--- config.mk ---
export PLATFORM = sky130hd
export DESIGN_NAME = pwm_line_sequencer
export DESIGN_NICKNAME = d
export VERILOG_FILES = /design/src/rtl/pwm_line_sequencer_pkg.sv /design/src/rtl/pwm_duty_fifo.sv /design/src/rtl/pwm_line_sequencer.sv
export SDC_FILE = /design/constraint.sdc
export NUM_CORES = 1
export LEC_CHECK = 0
export CORE_ASPECT_RATIO = 0.75
export CORE_UTILIZATION = 50
export CTS_CLUSTER_SIZE = 10
export DETAILED_ROUTE_END_ITERATION = 6
export PLACE_DENSITY = 0.72
export SLEW_MARGIN = 20
export SYNTH_ARGS = -nofsm -noshare
export SYNTH_HDL_FRONTEND = slang
export SYNTH_SLANG_ARGS = --single-unit
--- constraint.sdc ---
create_clock -name clkfordata -period 3.7 [get_ports clkfordata]
set_input_delay 0.74 -clock clkfordata [delete_from_list [all_inputs] [get_ports clkfordata]]
set_output_delay 0.74 -clock clkfordata [all_outputs]
set_load 0.02 [all_outputs]
--- src/rtl/pwm_line_sequencer_pkg.sv ---
// Shared constants and FSM encoding for the PWM line sequencer.
// Default geometry matches the 8-stage PWM datapath it feeds.
package pwm_pkg;

    localparam int STAGE_DEF  = 8;
    localparam int DWIDTH_DEF = 8;
    localparam int LCW        = 16;

    typedef logic [2:0] state_t;

    localparam state_t S_IDLE      = 3'd0;
    localparam state_t S_LOAD      = 3'd1;
    localparam state_t S_WAIT_SYNC = 3'd2;
    localparam state_t S_WAIT_DONE = 3'd3;
    localparam state_t S_GAP       = 3'd4;

endpackage

--- src/rtl/pwm_duty_fifo.sv ---
// Duty-byte queue: synchronous FIFO with occupancy count.
// Refuses pushes when full; a pop never frees space in the same cycle.
module pwm_duty_fifo #(
    parameter int DEPTH  = 16,
    parameter int DWIDTH = 8,
    localparam int AW    = $clog2(DEPTH),
    localparam int CW    = AW + 1
) (
    input  logic              clk,
    input  logic              rst,
    input  logic              push_valid,
    input  logic [DWIDTH-1:0] push_data,
    output logic              ready,
    input  logic              pop,
    output logic [DWIDTH-1:0] head,
    output logic [CW-1:0]     count
);

    logic [DWIDTH-1:0] mem [DEPTH];
    logic [AW-1:0]     wptr;
    logic [AW-1:0]     rptr;
    logic              do_push;
    logic              do_pop;

    assign ready   = count < CW'(DEPTH);
    assign do_push = push_valid && ready;
    assign do_pop  = pop && (count != '0);
    assign head    = mem[rptr];

    always_ff @(posedge clk) begin
        if (do_push) begin
            mem[wptr] <= push_data;
        end
    end

    always_ff @(posedge clk) begin
        if (rst) begin
            wptr  <= '0;
            rptr  <= '0;
            count <= '0;
        end else begin
            if (do_push) begin
                wptr <= wptr + AW'(1);
            end
            if (do_pop) begin
                rptr <= rptr + AW'(1);
            end
            unique case ({do_push, do_pop})
                2'b10:   count <= count + CW'(1);
                2'b01:   count <= count - CW'(1);
                default: count <= count;
            endcase
        end
    end

endmodule

--- src/rtl/pwm_line_sequencer.sv ---
// Launches one PWM line per STAGE queued duty bytes, then waits for
// hsync and for the PWM outputs to fall before an optional blanking gap.
module pwm_line_sequencer
    import pwm_pkg::*;
#(
    parameter int STAGE   = STAGE_DEF,
    parameter int DWIDTH  = DWIDTH_DEF,
    parameter int DEPTH   = 16,
    parameter int TIMEOUT = 1024,
    parameter int GWIDTH  = 8
) (
    input  logic              clkfordata,
    input  logic              rst,
    input  logic              en,
    input  logic              in_valid,
    input  logic [DWIDTH-1:0] in_data,
    output logic              in_ready,
    input  logic [GWIDTH-1:0] gap_cycles,
    output logic              pwm_start,
    output logic [DWIDTH-1:0] pwm_data,
    input  logic              pwm_hsync,
    input  logic              pwm_busy,
    output logic              line_done,
    output logic [LCW-1:0]    line_count,
    output logic              err,
    input  logic              clr_err
);

    localparam int CW = $clog2(DEPTH) + 1;
    localparam int KW = (STAGE > 1) ? $clog2(STAGE) : 1;
    localparam int TW = $clog2(TIMEOUT) + 1;

    state_t            state;
    logic [KW-1:0]     k;
    logic [TW-1:0]     tcnt;
    logic [GWIDTH-1:0] gcnt;
    logic              first;

    logic [DWIDTH-1:0] head;
    logic [CW-1:0]     count;
    logic              go;
    logic              last_k;
    logic              pop;
    logic              timeout;

    assign go      = (state == S_IDLE) && en && (count >= CW'(STAGE));
    assign last_k  = k == KW'(STAGE - 1);
    assign pop     = go || ((state == S_LOAD) && !last_k);
    assign timeout = (state == S_WAIT_SYNC) && !pwm_hsync
                     && (tcnt == TW'(TIMEOUT - 1));

    pwm_duty_fifo #(
        .DEPTH  (DEPTH),
        .DWIDTH (DWIDTH)
    ) u_fifo (
        .clk        (clkfordata),
        .rst        (rst),
        .push_valid (in_valid),
        .push_data  (in_data),
        .ready      (in_ready),
        .pop        (pop),
        .head       (head),
        .count      (count)
    );

    // Output registers track the state register: LOAD cycle k shows byte k.
    always_ff @(posedge clkfordata) begin
        if (rst) begin
            state      <= S_IDLE;
            k          <= '0;
            tcnt       <= '0;
            gcnt       <= '0;
            first      <= 1'b0;
            pwm_start  <= 1'b0;
            pwm_data   <= '0;
            line_done  <= 1'b0;
            line_count <= '0;
            err        <= 1'b0;
        end else begin
            pwm_start <= 1'b0;
            pwm_data  <= '0;
            line_done <= 1'b0;

            if (timeout) begin
                err <= 1'b1;
            end else if (clr_err) begin
                err <= 1'b0;
            end

            unique case (state)
                S_IDLE: begin
                    if (go) begin
                        state     <= S_LOAD;
                        k         <= '0;
                        pwm_start <= 1'b1;
                        pwm_data  <= head;
                    end
                end
                S_LOAD: begin
                    if (last_k) begin
                        state <= S_WAIT_SYNC;
                        tcnt  <= '0;
                    end else begin
                        k        <= k + KW'(1);
                        pwm_data <= head;
                    end
                end
                S_WAIT_SYNC: begin
                    if (pwm_hsync) begin
                        state <= S_WAIT_DONE;
                        first <= 1'b1;
                    end else if (timeout) begin
                        state <= S_IDLE;
                    end else begin
                        tcnt <= tcnt + TW'(1);
                    end
                end
                S_WAIT_DONE: begin
                    // busy may still reflect the previous line on entry
                    if (first) begin
                        first <= 1'b0;
                    end else if (!pwm_busy) begin
                        state      <= S_GAP;
                        gcnt       <= gap_cycles;
                        line_done  <= 1'b1;
                        line_count <= line_count + LCW'(1);
                    end
                end
                S_GAP: begin
                    if (gcnt <= GWIDTH'(1)) begin
                        state <= S_IDLE;
                    end else begin
                        gcnt <= gcnt - GWIDTH'(1);
                    end
                end
                default: state <= S_IDLE;
            endcase
        end
    end

endmodule

==> impl_metrics.py, run 1 <==
metrics = {
    "outcome": {
        "status": "complete, no violations",
    },
    "layout": {
        "fin_cells": 870,
        "diodes": 0,
        "drive_gt1_share_pct": 13.5,
        "seq_area_um2": 5250,
        "syn_to_final_growth_pct": 14.9,
        "multi_input_comb_area_um2": 2850,
        "nets": 685,
        "fill_cells": 1255,
    },
    "power_and_ir_drop": {
        "p_leak_nw": 3.05,
        "pwr_density_cell_nw_per_um2": 490,
        "total_power_mw": 4.67,
        "ir_worst_vdd_mv": 0.300,
    },
    "timing": {
        "finalHoldViolCount": 0,
        "slew_viol_final": 0,
        "tns_ns": 0,
        "finalCriticalPeriod_ns": 3.24,
        "hold_slack_ns": 0.482,
        "final.setup_skew_ns": 0.0101,
        "final-setup-viol-count": 0,
        "rsz0062_at_grt": "false",
        "fmax_ghz": 0.309,
        "slew_headroom_pct": 33.4,
        "tightestPinTransition_ns": 0.997,
        "post-route-period-util_pct": 87.6,
    },
    "yosys": {
        "synth_top_area_share_pct": 46.4,
        "yosysWarnings": 0,
        "yosysSeqAreaShare_pct": 63.4,
        "synth-edff-count": 128,
        "synth.area.mux_share_pct": 10.3,
        "synth.area.top_cells": "edfxtp_1, dfxtp_1, mux4_2",
        "synth.avg_cell_area_um2": 13.8,
        "synth_top_family_by_area": "simple AND/OR/NAND/NOR gates",
        "synth_compound_area_share_pct": 7.68,
        "ys_ff_latch": 198,
        "yosys.area.top_type": "edfxtp_1",
        "syn_inst": 600,
        "synth_xor_area_share_pct": 2.86,
        "ys_types": 59,
        "synthFlopType": "edfxtp_1",
        "synthSimpleGateAreaFrac_pct": 11.3,
        "syn_nets": 638,
        "async_flop_share_pct": 0,
        "synthAdderAreaFrac_pct": 2.27,
        "synth_area_um2": 8280,
    },
    "clocking": {
        "cts_inserted_buffers": 17,
        "cts_tree": "built",
        "htree_num_levels": 4,
        "worst_skew_pair.late_latency_ns": 0.43,
        "cts.sinks": 198,
        "postCtsSetupRepairBufs": 0,
        "cts_resized": 0,
        "root_buffer": "clkbuf_16",
        "clockBufferDepth": 2,
        "hold_buffers": 0,
        "cts.clk_slew.worst_paths_ns": 0.07,
    },
    "floorplanning": {
        "pin_count": 51,
        "rows": 40,
        "start_util_pct": 51.4,
        "die_w_um": 151,
        "coreArea_um2": 16100,
        "die_area_um2": 17100,
        "die_h_um": 113,
    },
    "critical_path": {
        "arrival_ns": 3.56,
        "path_max_fanout": 10,
        "start_kind": "register",
        "required_ns": 4.02,
        "crit_type": "register to register",
        "crit_path_end_kind": "register",
    },
    "global_route": {
        "grt_max_degree": 53,
        "grt_overflow": 0,
        "grt_usage_pct": 19.5,
        "first_global_vias": 4973,
        "antenna_found_initial": 0,
        "grt_pass1_wl_mm": 25.0,
    },
    "placed_design": {
        "dp_cells": 838,
        "place_hpwl_mm": 10.3,
        "portBuffers": 50,
        "place_congestion": 0.833,
    },
    "drt": {
        "vias_per_cell": 5.69,
        "routedWlPerCell_um": 17.7,
        "drt-initial-drc-count": 245,
        "ant_nets": 0,
        "route.detailed.drc": 0,
        "drt_pass1_iterations": 4,
        "routed_wl_mm": 15.4,
        "routed-via-count": 4946,
    },
    "run": {
        "cap_violations": 0,
    },
    "min_path": {
        "min_path_type": "register to register",
    },
}
-- per-layer routing --
| metal | global-route usage [%] | wire (um) |
|---|---|---|
| met4 | 7.40 | 245 |
| met3 | 4.32 | 765 |
| met5 | 0 | 0 |
| met2 | 31.8 | 7370 |
| met1 | 25.8 | 7040 |
-- Yosys cell counts, types with 2 or more instances --
| cell | n |
|---|---|
| o21ai_0 | 15 |
| nand4_1 | 5 |
| mux2_2 | 3 |
| buf_2 | 4 |
| buf_4 | 2 |
| nor3_1 | 13 |
| ha_1 | 15 |
| or2_2 | 3 |
| nor3b_1 | 6 |
| mux4_2 | 32 |
| dfxtp_1 | 70 |
| nand2_1 | 28 |
| a31oi_1 | 7 |
| a22oi_1 | 3 |
| o211ai_1 | 2 |
| nand2b_1 | 2 |
| nor2b_1 | 12 |
| and3_1 | 3 |
| nor2_1 | 48 |
| or4_1 | 3 |
| xnor2_1 | 15 |
| nor4_1 | 6 |
| inv_1 | 15 |
| nand3_1 | 13 |
| a21oi_1 | 21 |
| or3_1 | 7 |
| mux2i_1 | 10 |
| and2_1 | 18 |
| o21a_1 | 2 |
| o31ai_1 | 2 |
| buf_1 | 5 |
| edfxtp_1 | 128 |
| nand3b_1 | 2 |
| a21o_1 | 4 |
| xor2_1 | 12 |
| a211oi_1 | 21 |
| clkbuf_1 | 19 |
| o22ai_1 | 3 |
-- where the power goes --
group | leakage, nW | internal [mW] | switching, mW
clock | 0.268 | 0.873 | 0.818
sequential | 1.72 | 2.41 | 0.0781
combinational | 1.06 | 0.251 | 0.233
-- cells by family (layout without fill, tap and decap cells) --
group / Yosys count / count (layout)
muxes: 45 / 45
DFF: 198 / 198
buffers and inverters: 45 / 105
xor gates and xnor gates: 27 / 27
and+or+nand+nor: 177 / 177
adders and majority gates: 15 / 15
AOI/OAI and AO/OA: 93 / 93
-- metrics by stage --
step	instance area, um^2	utilization (%)	worst slack (ns)
3_3_place_gp	8970	55.7	0.468
2_1_floorplan	8280	-	0.444
3_5_place_dp	8970	55.7	0.377
6_report	9510	59.0	0.459
4_1_cts	9510	59.0	0.452
5_1_grt	9510	59.0	0.208
-- worst paths after layout --
| path | startpoint | to | slack [ns] | cells past startpoint |
|---|---|---|---|---|
| worst max-delay path | k[0] | u_fifo.count[4] | 0.46 | 13 |
| worst min-delay path | tcnt[10] | tcnt[10] | 0.48 | 1 |
| worst max register to register | k[0] | u_fifo.count[4] | 0.46 | 13 |
| worst min register to register | tcnt[10] | tcnt[10] | 0.48 | 1 |
-- state kept, by name, indices dropped and copies added, names as in the netlist, named ones only --
register      cells
gcnt              8
u_fifo.mem      128
pwm_start         1
first             1
pwm_data          8
state             3
u_fifo.count      5
u_fifo.wptr       4
line_count       16
line_done         1
u_fifo.rptr       4
tcnt             11
k                 3
err               1
-- cell usage in the layout, fill, tap and decap left out, types with 13 or more instances in the layout --
cell	count
ha_1	15
a211oi_1	21
nor2_1	48
inv_1	15
mux4_2	32
nor3_1	13
nand3_1	13
nand2_1	28
xnor2_1	15
dfxtp_1	69
o21ai_0	15
a21oi_1	21
edfxtp_1	128
clkdlybuf4s50_1	49
and2_1	18
clkbuf_16	17
-- worst max-delay path, stage by stage (launching register included) --
cell and delay, ns:
dfxtp_1 0.33, ha_1 0.20, ha_1 0.21, nor4b_2 0.43, a31oi_1 0.10, nor2_1 0.16, ha_1 0.39, xor2_1 0.20
ha_1 0.21, nor2_1 0.05, nor3b_1 0.16, o21ai_0 0.12, a31oi_1 0.21, mux2_2 0.35
-- area by class of cell --
| class | count | area share, % |
|---|---|---|
| clock inverters | 15 | 1.21 |
| well taps | 210 | 2.76 |
| inverters | 15 | 0.592 |
| flip-flops and latches | 198 | 55.1 |
| repair buffers | 58 | 5.84 |
| clock buffers | 17 | 4.47 |
| multi-input cells | 357 | 30.0 |
(Power assumes the default switching activity.)
==> run 2, diff against run 1 <==
CTS_CLUSTER_DIAMETER = 120   (was default)
==> results of run 2 <==
No change in the layout: final DEF, timing and power equal those of run 1.
==> run 3, diff against run 2 <==
DONT_BUFFER_PORTS = 1   (was default)
PLACE_DENSITY = 0.68   (was 0.72)
==> run 3 against run 2 <==
  * Worst setup slack got worse by 0.095 ns
  * Largest cell class unchanged
  * Sequential share of layout area is 2.7 points higher
  * Global-route usage about the same
  * Hold slack got worse by 0.11 ns
  * Combinational power down 19%
  * Design area shrank 4.7%
==> impl_metrics.py, run 3 (synthesized netlist as in run 1, its figures left out) <==
metrics = {
    "min_path": {
        "min_path_type": "input pin to register",
        "holdPathStages": 1,
    },
    "placed_design": {
        "place_congestion": 0.820,
        "place_hpwl_mm": 10.4,
        "portBuffers": 0,
        "pre_cts_slack_ns": 0.313,
    },
    "critical_path": {
        "arrival_ns": 3.66,
        "start_kind": "register",
        "path_max_fanout": 10,
        "rrSetupSlack_ns": 0.36,
        "crit_type": "register to register",
        "r2r_cells": 13,
        "required_ns": 4.02,
        "crit_path_end_kind": "register",
    },
    "timing": {
        "rsz0062_at_grt": "false",
        "tightestPinTransition_ns": 0.890,
        "final-setup-viol-count": 0,
        "fmax_ghz": 0.300,
        "finalCriticalPeriod_ns": 3.34,
        "tns_ns": 0,
        "slew_viol_final": 0,
        "slew_headroom_pct": 40.7,
        "final.setup_skew_ns": 0.00955,
        "post-route-period-util_pct": 90.1,
        "finalHoldViolCount": 0,
        "layout_setup_ws_ns": 0.365,
    },
    "drt": {
        "routedWlPerCell_um": 19.1,
        "routed-via-count": 4817,
        "routed_wl_mm": 15.6,
        "ant_nets": 0,
        "drt-initial-drc-count": 299,
        "drt_pass1_iterations": 5,
        "vias_per_cell": 5.89,
        "route.detailed.drc": 0,
    },
    "global_route": {
        "first_global_vias": 4788,
        "grt_usage_pct": 19.6,
        "antenna_found_initial": 1,
        "grt_overflow": 0,
        "grt_pass1_wl_mm": 24.8,
        "grt_max_degree": 53,
    },
    "power_and_ir_drop": {
        "ir_worst_vdd_mv": 0.274,
        "p_leak_nw": 2.87,
        "pwr_density_cell_nw_per_um2": 525,
        "total_power_mw": 4.76,
    },
    "run": {
        "cap_violations": 0,
    },
    "layout": {
        "final_common_cell": "edfxtp_1",
        "largest_register": "u_fifo.mem",
        "top_regs": "u_fifo.mem x128, line_count x16, tcnt x11",
        "final_cell_mix": "edfxtp_1, dfxtp_1, nor2_1",
        "fill_cells": 1286,
        "largest_register_ffs": 128,
        "drive_gt1_share_pct": 14.2,
        "nets": 632,
        "syn_to_final_growth_pct": 9.52,
    },
    "clocking": {
        "cts.sinks": 198,
        "cts_tree": "built",
        "postCtsSetupRepairBufs": 0,
        "cts.clk_slew.worst_paths_ns": 0.07,
        "worst_skew_pair.late_latency_ns": 0.43,
        "clockBufferDepth": 2,
        "cts_inserted_buffers": 17,
        "htree_num_levels": 4,
        "root_buffer": "clkbuf_16",
    },
    "floorplanning": {
        "die_area_um2": 17100,
        "rows": 40,
        "start_util_pct": 51.4,
        "die_h_um": 113,
        "die_w_um": 151,
        "pin_count": 51,
        "coreArea_um2": 16100,
    },
    "outcome": {
        "status": "complete, no violations",
    },
}
==> run 3: cell types whose count changed in the layout (fill, tap and decap cells not counted), sizes merged <==
| cell | previous run | this run |
|---|---|---|
| clkdlybuf4s50 | 49 | 0 |
| inv | 22 | 20 |
| diode | 0 | 1 |
| clkinv | 6 | 2 |
| buf | 9 | 5 |
| bufinv | 0 | 2 |
| clkinvlp | 2 | 4 |
| clkbuf | 17 | 19 |
==> run 3: metal layers <==
metal / vias up / global-route usage [%] / share of wire (%)
met2: 134 / 30.8 / 46
li1: 2256 / - / -
met4: 0 / 5.87 / 1.3
met3: 14 / 6.40 / 6.0
met1: 2413 / 26.0 / 46
met5: - / 0 / 0
==> run 3: worst max-delay path, stage by stage, from the launching register on <==
cell     delay, ns
dfxtp_1       0.33
ha_1          0.20
ha_1          0.22
nor4b_2       0.27
a31oi_1       0.18
nor2_1        0.33
ha_2          0.37
xor2_1        0.18
ha_1          0.22
nor2_1        0.07
nor3b_1       0.18
o21ai_0       0.12
a31oi_1       0.20
mux2_2        0.35
==> run 3: cell type report <==
| cell class | count | area [um^2] | share of cell area [%] |
|---|---|---|---|
| flip-flops and latches | 198 | 5250 | 57.9 |
| inverters | 15 | 56.3 | 0.621 |
| multi-input cells | 357 | 2870 | 31.6 |
| well taps | 210 | 263 | 2.90 |
| diodes | 1 | 2.50 | 0.0276 |
| clock inverters | 13 | 164 | 1.81 |
| clock buffers | 19 | 433 | 4.77 |
| repair buffers | 5 | 37.5 | 0.414 |
==> run 3: metrics by stage <==
step,std cells,util [%],hold slack [ns],area (um^2)
global route,818,56.3,0.344,9070
CTS,817,56.2,0.351,9050
finish,818,56.3,0.373,9070
floorplan,600,-,0.455,8280
global placement,785,52.5,0.468,8460
detailed placement,785,52.5,0.476,8460
==> run 3: power breakdown <==
group | leakage [nW] | switching (mW) | internal [mW]
Clock | 0.277 | 0.846 | 1.02
Combinational | 0.868 | 0.185 | 0.206
Sequential | 1.72 | 0.0987 | 2.41
Total | 2.87 | 1.13 | 3.63
==> run 3: what timing repair did <==
item                       4_1_cts  5_1_grt
setup endpoints to repair        0        1
hold buffers                     0        0
resized for setup                0        2
==> run 3: worst paths after layout <==
| kind | from | end |
|---|---|---|
| max | k[0] | u_fifo.count[4] |
| min | rst | line_count[9] |
| max reg2reg | k[0] | u_fifo.count[4] |
| min reg2reg | tcnt[1] | tcnt[1] |
